File: config.mk
export PLATFORM = sky130hd
export DESIGN_NAME = shared_adder_arbiter
export DESIGN_NICKNAME = d
export VERILOG_FILES = /design/src/rtl/shared_adder_arbiter.sv
export SDC_FILE = /design/constraint.sdc
export NUM_CORES = 1
export LEC_CHECK = 0
export ABC_AREA = 1
export BUFFER_PORTS_ARGS = -buffer_cell sky130_fd_sc_hd__buf_2
export CORE_ASPECT_RATIO = 1.75
export CORE_MARGIN = 4
export CORE_UTILIZATION = 25
export CTS_CLUSTER_DIAMETER = 100
export DETAILED_ROUTE_END_ITERATION = 10
export PLACE_DENSITY = 0.55
export SKIP_CTS_REPAIR_TIMING = 1
export SKIP_LAST_GASP = 1
export SYNTH_ARGS = -nofsm -noshare
export SYNTH_HDL_FRONTEND = slang
export SYNTH_HIERARCHICAL = 1
export SYNTH_SLANG_ARGS = --single-unit
File: constraint.sdc
create_clock -name clk -period 4.7 [get_ports clk]
set_input_delay 0.705 -clock clk [delete_from_list [all_inputs] [get_ports clk]]
set_output_delay 0.705 -clock clk [all_outputs]
set_load 0.02 [all_outputs]
File: src/rtl/shared_adder_arbiter.sv
`default_nettype none
// ============================================================================
// Module   : twenty_bit_adder
// Purpose  : Plain 20-bit unsigned adder with carry-out.
// Ports    : a_i, b_i   - 20-bit operands
//            sum_o      - low 20 bits of a_i + b_i
//            cout_o     - carry out of bit 19
// Revision : 1.0 - initial release
// ============================================================================
module twenty_bit_adder (
    input  logic [19:0] a_i,
    input  logic [19:0] b_i,
    output logic [19:0] sum_o,
    output logic        cout_o
);
    assign {cout_o, sum_o} = {1'b0, a_i} + {1'b0, b_i};
endmodule

// ============================================================================
// Module   : shared_adder_arbiter
// Purpose  : Four requesters share one 20-bit adder through a round-robin
//            arbiter. One transaction is in flight at a time:
//            IDLE (grant + capture) -> CALC (add, register) -> RESP (hold).
// Ports    : clk, rst        - clock, synchronous active-high reset
//            req_valid[3:0]  - per-requester request
//            req_a/req_b     - packed operands, requester k at [20k+19:20k]
//            req_ready[3:0]  - one-hot grant, combinational in IDLE
//            resp_valid      - result available (RESP state)
//            resp_ready      - consumer accepts result
//            resp_sum/cout   - registered sum and carry-out
//            resp_id         - requester that owns the result
// Revision : 1.0 - initial release
// ============================================================================
module shared_adder_arbiter (
    input  logic        clk,
    input  logic        rst,
    input  logic [3:0]  req_valid,
    input  logic [79:0] req_a,
    input  logic [79:0] req_b,
    output logic [3:0]  req_ready,
    output logic        resp_valid,
    input  logic        resp_ready,
    output logic [19:0] resp_sum,
    output logic        resp_cout,
    output logic [1:0]  resp_id
);
    typedef enum logic [1:0] {
        S_IDLE = 2'd0,
        S_CALC = 2'd1,
        S_RESP = 2'd2
    } state_t;

    state_t      state_q, state_d;
    logic [1:0]  ptr_q, ptr_d;
    logic [19:0] a_q, a_d;
    logic [19:0] b_q, b_d;
    logic [1:0]  id_q, id_d;
    logic [19:0] sum_q, sum_d;
    logic        cout_q, cout_d;
    logic [1:0]  rid_q, rid_d;

    logic        w_found;
    logic [1:0]  w_win;
    logic [19:0] w_add_sum;
    logic        w_add_cout;

    // The only adder in the block; it always sees the captured operands.
    twenty_bit_adder u_adder (
        .a_i    (a_q),
        .b_i    (b_q),
        .sum_o  (w_add_sum),
        .cout_o (w_add_cout)
    );

    // Round-robin search: walk offsets from high to low so the smallest
    // offset from the pointer that is valid ends up as the winner.
    always_comb begin
        logic [1:0] cand;
        w_found = 1'b0;
        w_win   = 2'd0;
        cand    = 2'd0;
        for (int i = 3; i >= 0; i--) begin
            cand = ptr_q + 2'(i);
            if (req_valid[cand]) begin
                w_found = 1'b1;
                w_win   = cand;
            end
        end
    end

    always_comb begin
        state_d   = state_q;
        ptr_d     = ptr_q;
        a_d       = a_q;
        b_d       = b_q;
        id_d      = id_q;
        sum_d     = sum_q;
        cout_d    = cout_q;
        rid_d     = rid_q;
        req_ready = 4'b0000;

        case (state_q)
            S_IDLE: begin
                // Grant is suppressed during reset so nothing is accepted
                // on an edge that is about to clear the state.
                if (w_found && !rst) begin
                    req_ready = 4'b0001 << w_win;
                    a_d       = req_a[w_win*20 +: 20];
                    b_d       = req_b[w_win*20 +: 20];
                    id_d      = w_win;
                    ptr_d     = w_win + 2'd1;
                    state_d   = S_CALC;
                end
            end
            S_CALC: begin
                sum_d   = w_add_sum;
                cout_d  = w_add_cout;
                rid_d   = id_q;
                state_d = S_RESP;
            end
            S_RESP: begin
                if (resp_ready) begin
                    state_d = S_IDLE;
                end
            end
            default: state_d = S_IDLE;
        endcase
    end

    always_ff @(posedge clk) begin
        if (rst) begin
            state_q <= S_IDLE;
            ptr_q   <= 2'd0;
            a_q     <= 20'd0;
            b_q     <= 20'd0;
            id_q    <= 2'd0;
            sum_q   <= 20'd0;
            cout_q  <= 1'b0;
            rid_q   <= 2'd0;
        end else begin
            state_q <= state_d;
            ptr_q   <= ptr_d;
            a_q     <= a_d;
            b_q     <= b_d;
            id_q    <= id_d;
            sum_q   <= sum_d;
            cout_q  <= cout_d;
            rid_q   <= rid_d;
        end
    end

    assign resp_valid = (state_q == S_RESP);
    assign resp_sum   = sum_q;
    assign resp_cout  = cout_q;
    assign resp_id    = rid_q;

endmodule
`default_nettype wire
# After elaboration in Yosys (flattened, before gate mapping)
# Cells that the tools add are included.
dict set report word_totals {
  regBits 69
}
dict set report op_classes {
  add_sub_neg 5
  n_mul 1
  magnitude_cmp 4
  eq_ne 4
  shift 3
  n_mux 21
  n_reduce_logical 5
}
# op n
set ops {}
lappend ops {{$shiftx 80x8->20} 2}
lappend ops {{$add 20x20->21} 1}
lappend ops {{$lt 2x3->1 const B} 4}
lappend ops {{$mux 2} 6}
lappend ops {{$bmux 1 s2} 4}
lappend ops {{$mux 1} 8}
lappend ops {{$mux 4} 2}
lappend ops {{$pmux 2 s3} 1}
lappend ops {{$mul 2x3->5 const B} 1}
lappend ops {{$add 2x1->2 const B} 2}
lappend ops {{$add 2x2->2 const B} 2}
lappend ops {{$reduce_and 2->1} 2}
lappend ops {{$shl 1x2->4 const A} 1}
lappend ops {{$eq 2x1->1 const B} 1}
lappend ops {{$eq 2x2->1 const B} 1}
lappend ops {{$logic_not 2->1} 1}
lappend ops {{$ne 2x1->1 const B} 1}
lappend ops {{$ne 2x2->1 const B} 1}
lappend ops {{$logic_and 1x1->1} 1}
lappend ops {{$logic_not 1->1} 1}

# Longest topological paths before layout
dict set report logic_depth {
  depth_word 10
  ltp_mapped 16
  ltp_nobuf 14
}

# Modules after synthesis
# The synthesis kept the hierarchy.
# mod n_inst cells_each area_each_um2
set modules_own_cells {}
lappend modules_own_cells {shared_adder_arbiter 1 870 4774.6}
lappend modules_own_cells {twenty_bit_adder 1 233 1221.2}

# Worst setup path before layout
# OpenSTA, ideal clock, no wires.
dict set report synth_timing {
  kind {in2out}
  start {in req_valid[1]}
  end {out req_ready[3]}
  arrival_time_ps 2072
  slack_ps 1923
  cell_stages 11
  path_buffers 2
  cell_sequence {inv_1 > nand2_1 > nand3_1 > nand2_1 > nand3_1 > nand2_1 > nand2_1 > nand2_2 > buf_6 > buf_6 > nor3_1}
}
dict set report synth_via {
  elab_chain_cells 9
}
# item line_no
set synth_rtl {}
lappend synth_rtl {{start: declaration} 37} ;# input logic [3:0] req_valid,
lappend synth_rtl {{$bmux 1 s2} 84} ;# if (req_valid[cand]) begin
lappend synth_rtl {{$mux 1 (implied by the code)} 84}
lappend synth_rtl {{$mux 2 / $mux 1 (equally long branches) (4 in a row)} 84}
lappend synth_rtl {{$shl 1x2->4 / $logic_and 1x1->1 (equally long branches)} {107, 106}}
lappend synth_rtl {{$mux 4 (*)} 106} ;# if (w_found && !rst) begin
lappend synth_rtl {{$mux 4 (*)} 102} ;# case (state_q)
lappend synth_rtl {{end: declaration} 40} ;# output logic [3:0] req_ready,
# Mark *: on every way between the ends. The rest lies on a longest branch, timed or not. The select of a mux whose other input is x is not followed.

# Final worst setup path
dict set report layout_timing {
  start {reg ptr_q[0]}
  end {out req_ready[2]}
}
dict set report layout_via {
  elab_chain_cells 10
}
# item line_no
set layout_rtl {}
lappend layout_rtl {{start: declaration} 54} ;# logic [1:0] ptr_q, ptr_d;
lappend layout_rtl {{start signal: assignment} 142} ;# ptr_q <= ptr_d;
lappend layout_rtl {{$add 2x2->2} 83} ;# cand = ptr_q + 2'(i);
lappend layout_rtl {{$bmux 1 s2} 84}
lappend layout_rtl {{$mux 1 (implied by the code)} 84}
lappend layout_rtl {{$mux 2 / $mux 1 (equally long branches) (4 in a row)} 84}
lappend layout_rtl {{$shl 1x2->4 / $logic_and 1x1->1 (equally long branches)} {107, 106}}
lappend layout_rtl {{$mux 4 (*)} 106}
lappend layout_rtl {{$mux 4 (*)} 102}
# Marks and branches as above.

==> results.rst <==
.. list-table::
   :header-rows: 1

   * - Metric
     - Value
   * - Overall global routing resource usage
     - 14.8%
   * - Final global-route overflow total
     - 0
   * - HPWL Detailed
     - 16.0 mm
   * - Sw Share
     - 52.9%
   * - Post-synth EDFFs
     - 0
   * - Wire length of the first global-routing pass
     - 32.4 mm
   * - Site Rows
     - 74
   * - Number of buffers on the longest clock path
     - 2
   * - CTS Root Buffer Type
     - sky130_fd_sc_hd__clkbuf_16
   * - Number of fill cells in the layout
     - 2791
   * - Count of boundary I/O pins
     - 195
   * - Register area share after synthesis
     - 23.0%
   * - Power per Cell Area
     - 662 nW/um2
   * - Number of buffers added by the clock tree synthesis step
     - 9
   * - Number of antenna violations at the first check in global routing
     - 0
   * - Height of the die
     - 213 um
   * - Leading post-synthesis cells by instance count
     - sky130_fd_sc_hd__inv_1, sky130_fd_sc_hd__nand2_1, sky130_fd_sc_hd__nand3_1
   * - Number of vias per cell after detailed routing
     - 4.31
   * - DRC violation total after the first TritonRoute iteration
     - 297
   * - CP max FO
     - 41
   * - Clock latency on the worst-skew pair
     - 0.33 ns
   * - Number of warnings issued by yosys
     - 6
   * - Total negative setup slack
     - 0 ns
   * - Via Count
     - 6768
   * - Max_cap viols
     - 0
   * - Hold Crit Depth
     - 2
   * - Number of clock sinks seen by CTS
     - 69
   * - Placeable core region
     - 23500 um2
   * - Die Area
     - 26600 um2
   * - Transition at the pin with the smallest max-transition slack
     - 0.853 ns
   * - Required time at the endpoint of the critical path
     - 3.99 ns
   * - Horizontal die dimension
     - 125 um
   * - Sw Pwr
     - 2610 uW
   * - Final non-filler cell total
     - 1571
   * - Clock-pin slew reported for the worst setup and hold paths after clock tree synthesis
     - 0.05 ns
   * - Placed cells
     - 1555
   * - P_leak
     - 0.00467 uW
   * - Vias in the first global route
     - 6707
   * - Pin count of the biggest net entering global routing
     - 86
   * - Result of the run
     - finished, final reports clean
   * - Remaining design rule violation count
     - 0
   * - Internal Dissipation
     - 2330 uW
   * - Area of combinational cells with multiple inputs
     - 3420 um2
   * - RSZ-0062 raised after global routing
     - false
   * - Fraction of the cycle the final worst path needs
     - 64.7%
   * - Arrival @ worst endpoint
     - 2.33 ns
   * - Antenna diode count
     - 0
   * - Area growth from synthesis to layout
     - 24.3%
   * - Top cell type's share of synthesized area
     - 23.0%
   * - CTS tree
     - built
   * - Placement-stage cell area
     - 7140 um2
   * - Detail-routed net length per standard cell
     - 12.6 um
   * - Count of distinct cell types in the synthesized netlist
     - 30
   * - Final max-slew violation count
     - 0
   * - Flip-flop cell with the highest count after synthesis
     - sky130_fd_sc_hd__dfxtp_1
   * - Gate count after technology mapping
     - 1103
   * - Flop-to-flop setup slack
     - 2.03 ns
   * - Endpoint kind of the worst setup timing path
     - output pin
   * - Worst setup skew after layout
     - 0.00763 ns
   * - Slew Limit Headroom
     - 43.2%
   * - Share of power burned in combinational logic
     - 65.6%
   * - Async SR Flop Fraction
     - 0%
   * - Average cell area after synthesis
     - 5.44 um2
   * - Weighted congestion reported at the end of routability-driven placement
     - 0.906
   * - Area of the mapped netlist
     - 6000 um2
   * - Post-Layout Inst Area
     - 7450 um2
   * - Number of nets in the layout
     - 1450
   * - Maximum clock rate
     - 0.329 GHz
   * - Storage cell area
     - 1380 um2
   * - Final Hold Violating Endpoints
     - 0
   * - Worst IR drop on VDD
     - 0.000514 V
   * - Total Routed Length
     - 19.8 mm
   * - Antenna Violating Nets Remaining
     - 0
   * - Final period demand of the worst path
     - 3.04 ns
   * - Critical Path Source Type
     - flip-flop
   * - Quantity of I/O buffers inserted on ports
     - 194
   * - Initial DRT Pass Iterations
     - 4
   * - Synth Net Count
     - 1291
   * - Cell taking the most area after synthesis
     - sky130_fd_sc_hd__dfxtp_1
   * - R2R cell count
     - 14
   * - Effective utilization at floorplan
     - 25.5%
   * - Fraction of final layout cells with drive strength greater than 1
     - 18.3%
   * - Top cells by area in the synthesized netlist
     - sky130_fd_sc_hd__dfxtp_1, sky130_fd_sc_hd__nand3_1, sky130_fd_sc_hd__inv_1, sky130_fd_sc_hd__nand2_1, sky130_fd_sc_hd__nor2_1
   * - Register bit count reported by yosys
     - 69
   * - Worst Setup Path Type
     - flip-flop to output pin
   * - Clock share of power
     - 14.1%
   * - Fraction of power consumed by sequential logic
     - 20.3%
   * - Depth of the CTS H-tree
     - 3
   * - Hold Path Class
     - flip-flop to flip-flop
   * - Count of endpoints failing setup in the final report
     - 0
[state kept, by name, indices dropped and copies added, names as in the netlist]
signal	count
state_q	2
b_q	20
ptr_q	2
a_q	20
id_q	2
resp_id	2
resp_sum	20
resp_cout	1
[through the flow]
step           util (%)  hold slack (ns)  total power [uW]  worst slack, ns
2_1_floorplan         -            0.472              3500             1.92
3_3_place_gp       30.4            0.459              4300             1.80
3_5_place_dp       30.4            0.467              4290             1.78
4_1_cts            31.7            0.480              5010             1.61
5_1_grt            31.7            0.501              5510             1.38
6_report           31.7            0.471              4940             1.66
[critical path, cell delays in order (launching register included)]
cell and delay [ns]:
sky130_fd_sc_hd__dfxtp_1 0.47, sky130_fd_sc_hd__inv_2 0.16, sky130_fd_sc_hd__nand2_1 0.09, sky130_fd_sc_hd__nand2_1 0.07, sky130_fd_sc_hd__nand2_1 0.11, sky130_fd_sc_hd__nand3_1 0.08, sky130_fd_sc_hd__nand3_1 0.08, sky130_fd_sc_hd__nand2_2 0.05
sky130_fd_sc_hd__inv_1 0.05, sky130_fd_sc_hd__buf_4 0.39, sky130_fd_sc_hd__nand3_1 0.21, sky130_fd_sc_hd__inv_1 0.08, sky130_fd_sc_hd__buf_2 0.16
[path summary, 6_finish.rpt]
check	from	end
max reg2reg	ptr_q[0]$_SDFFE_PP0P_	b_q[11]$_SDFFE_PP0P_
min	resp_sum[3]$_SDFFE_PP0N_	resp_sum[3]$_SDFFE_PP0N_
min reg2reg	resp_sum[3]$_SDFFE_PP0N_	resp_sum[3]$_SDFFE_PP0N_
max	ptr_q[0]$_SDFFE_PP0P_	req_ready[2]
[cell families after synthesis]
| family | synth area share [%] |
|---|---|
| buf+inv | 20.1 |
| simple gates | 46.5 |
| fa+ha+maj | 4.51 |
| compound gates | 4.53 |
| flops | 23.0 |
| xor+xnor | 1.31 |
[routing by layer]
layer | routed length [um] | global-route usage [%] | vias up
li1 | - | - | 3663
met1 | 7960 | 16.3 | 2903
met2 | 10400 | 28.0 | 166
met3 | 795 | 2.50 | 36
met4 | 685 | 6.18 | 0
met5 | 0 | 0 | -
[power groups by stage]
stage	logic [uW]	registers (uW)	clock network (uW)
6_report	3240	1000	696
2_1_floorplan	2470	1030	0
3_3_place_gp	3280	1020	0
4_1_cts	3280	1010	719
5_1_grt	3740	1030	740
3_5_place_dp	3270	1020	0
[cell usage in the layout, fill, tap and decap left out, drive strengths merged]
| cell type | n |
|---|---|
| o21bai | 2 |
| buf | 201 |
| and2 | 2 |
| a21oi | 19 |
| and3 | 1 |
| inv | 250 |
| nor3 | 5 |
| bufinv | 1 |
| o21ai | 30 |
| nor2 | 156 |
| nand2 | 253 |
| clkinv | 1 |
| fa | 1 |
| a211oi | 1 |
| clkinvlp | 1 |
| ha | 20 |
| clkbuf | 13 |
| nand3 | 229 |
| nand3b | 1 |
| nand4 | 2 |
| xor2 | 8 |
| dfxtp | 69 |
| xnor2 | 1 |
[layout make-up]
class | instances | share of cell area (%)
Inverter | 250 | 12.6
Tap cell | 304 | 5.10
Multi-Input combinational cell | 731 | 45.8
Sequential cell | 69 | 18.5
Clock inverter | 3 | 0.571
Clock buffer | 13 | 3.63
Timing Repair Buffer | 201 | 13.7
No activity file was read; power rests on OpenSTA's default activity.
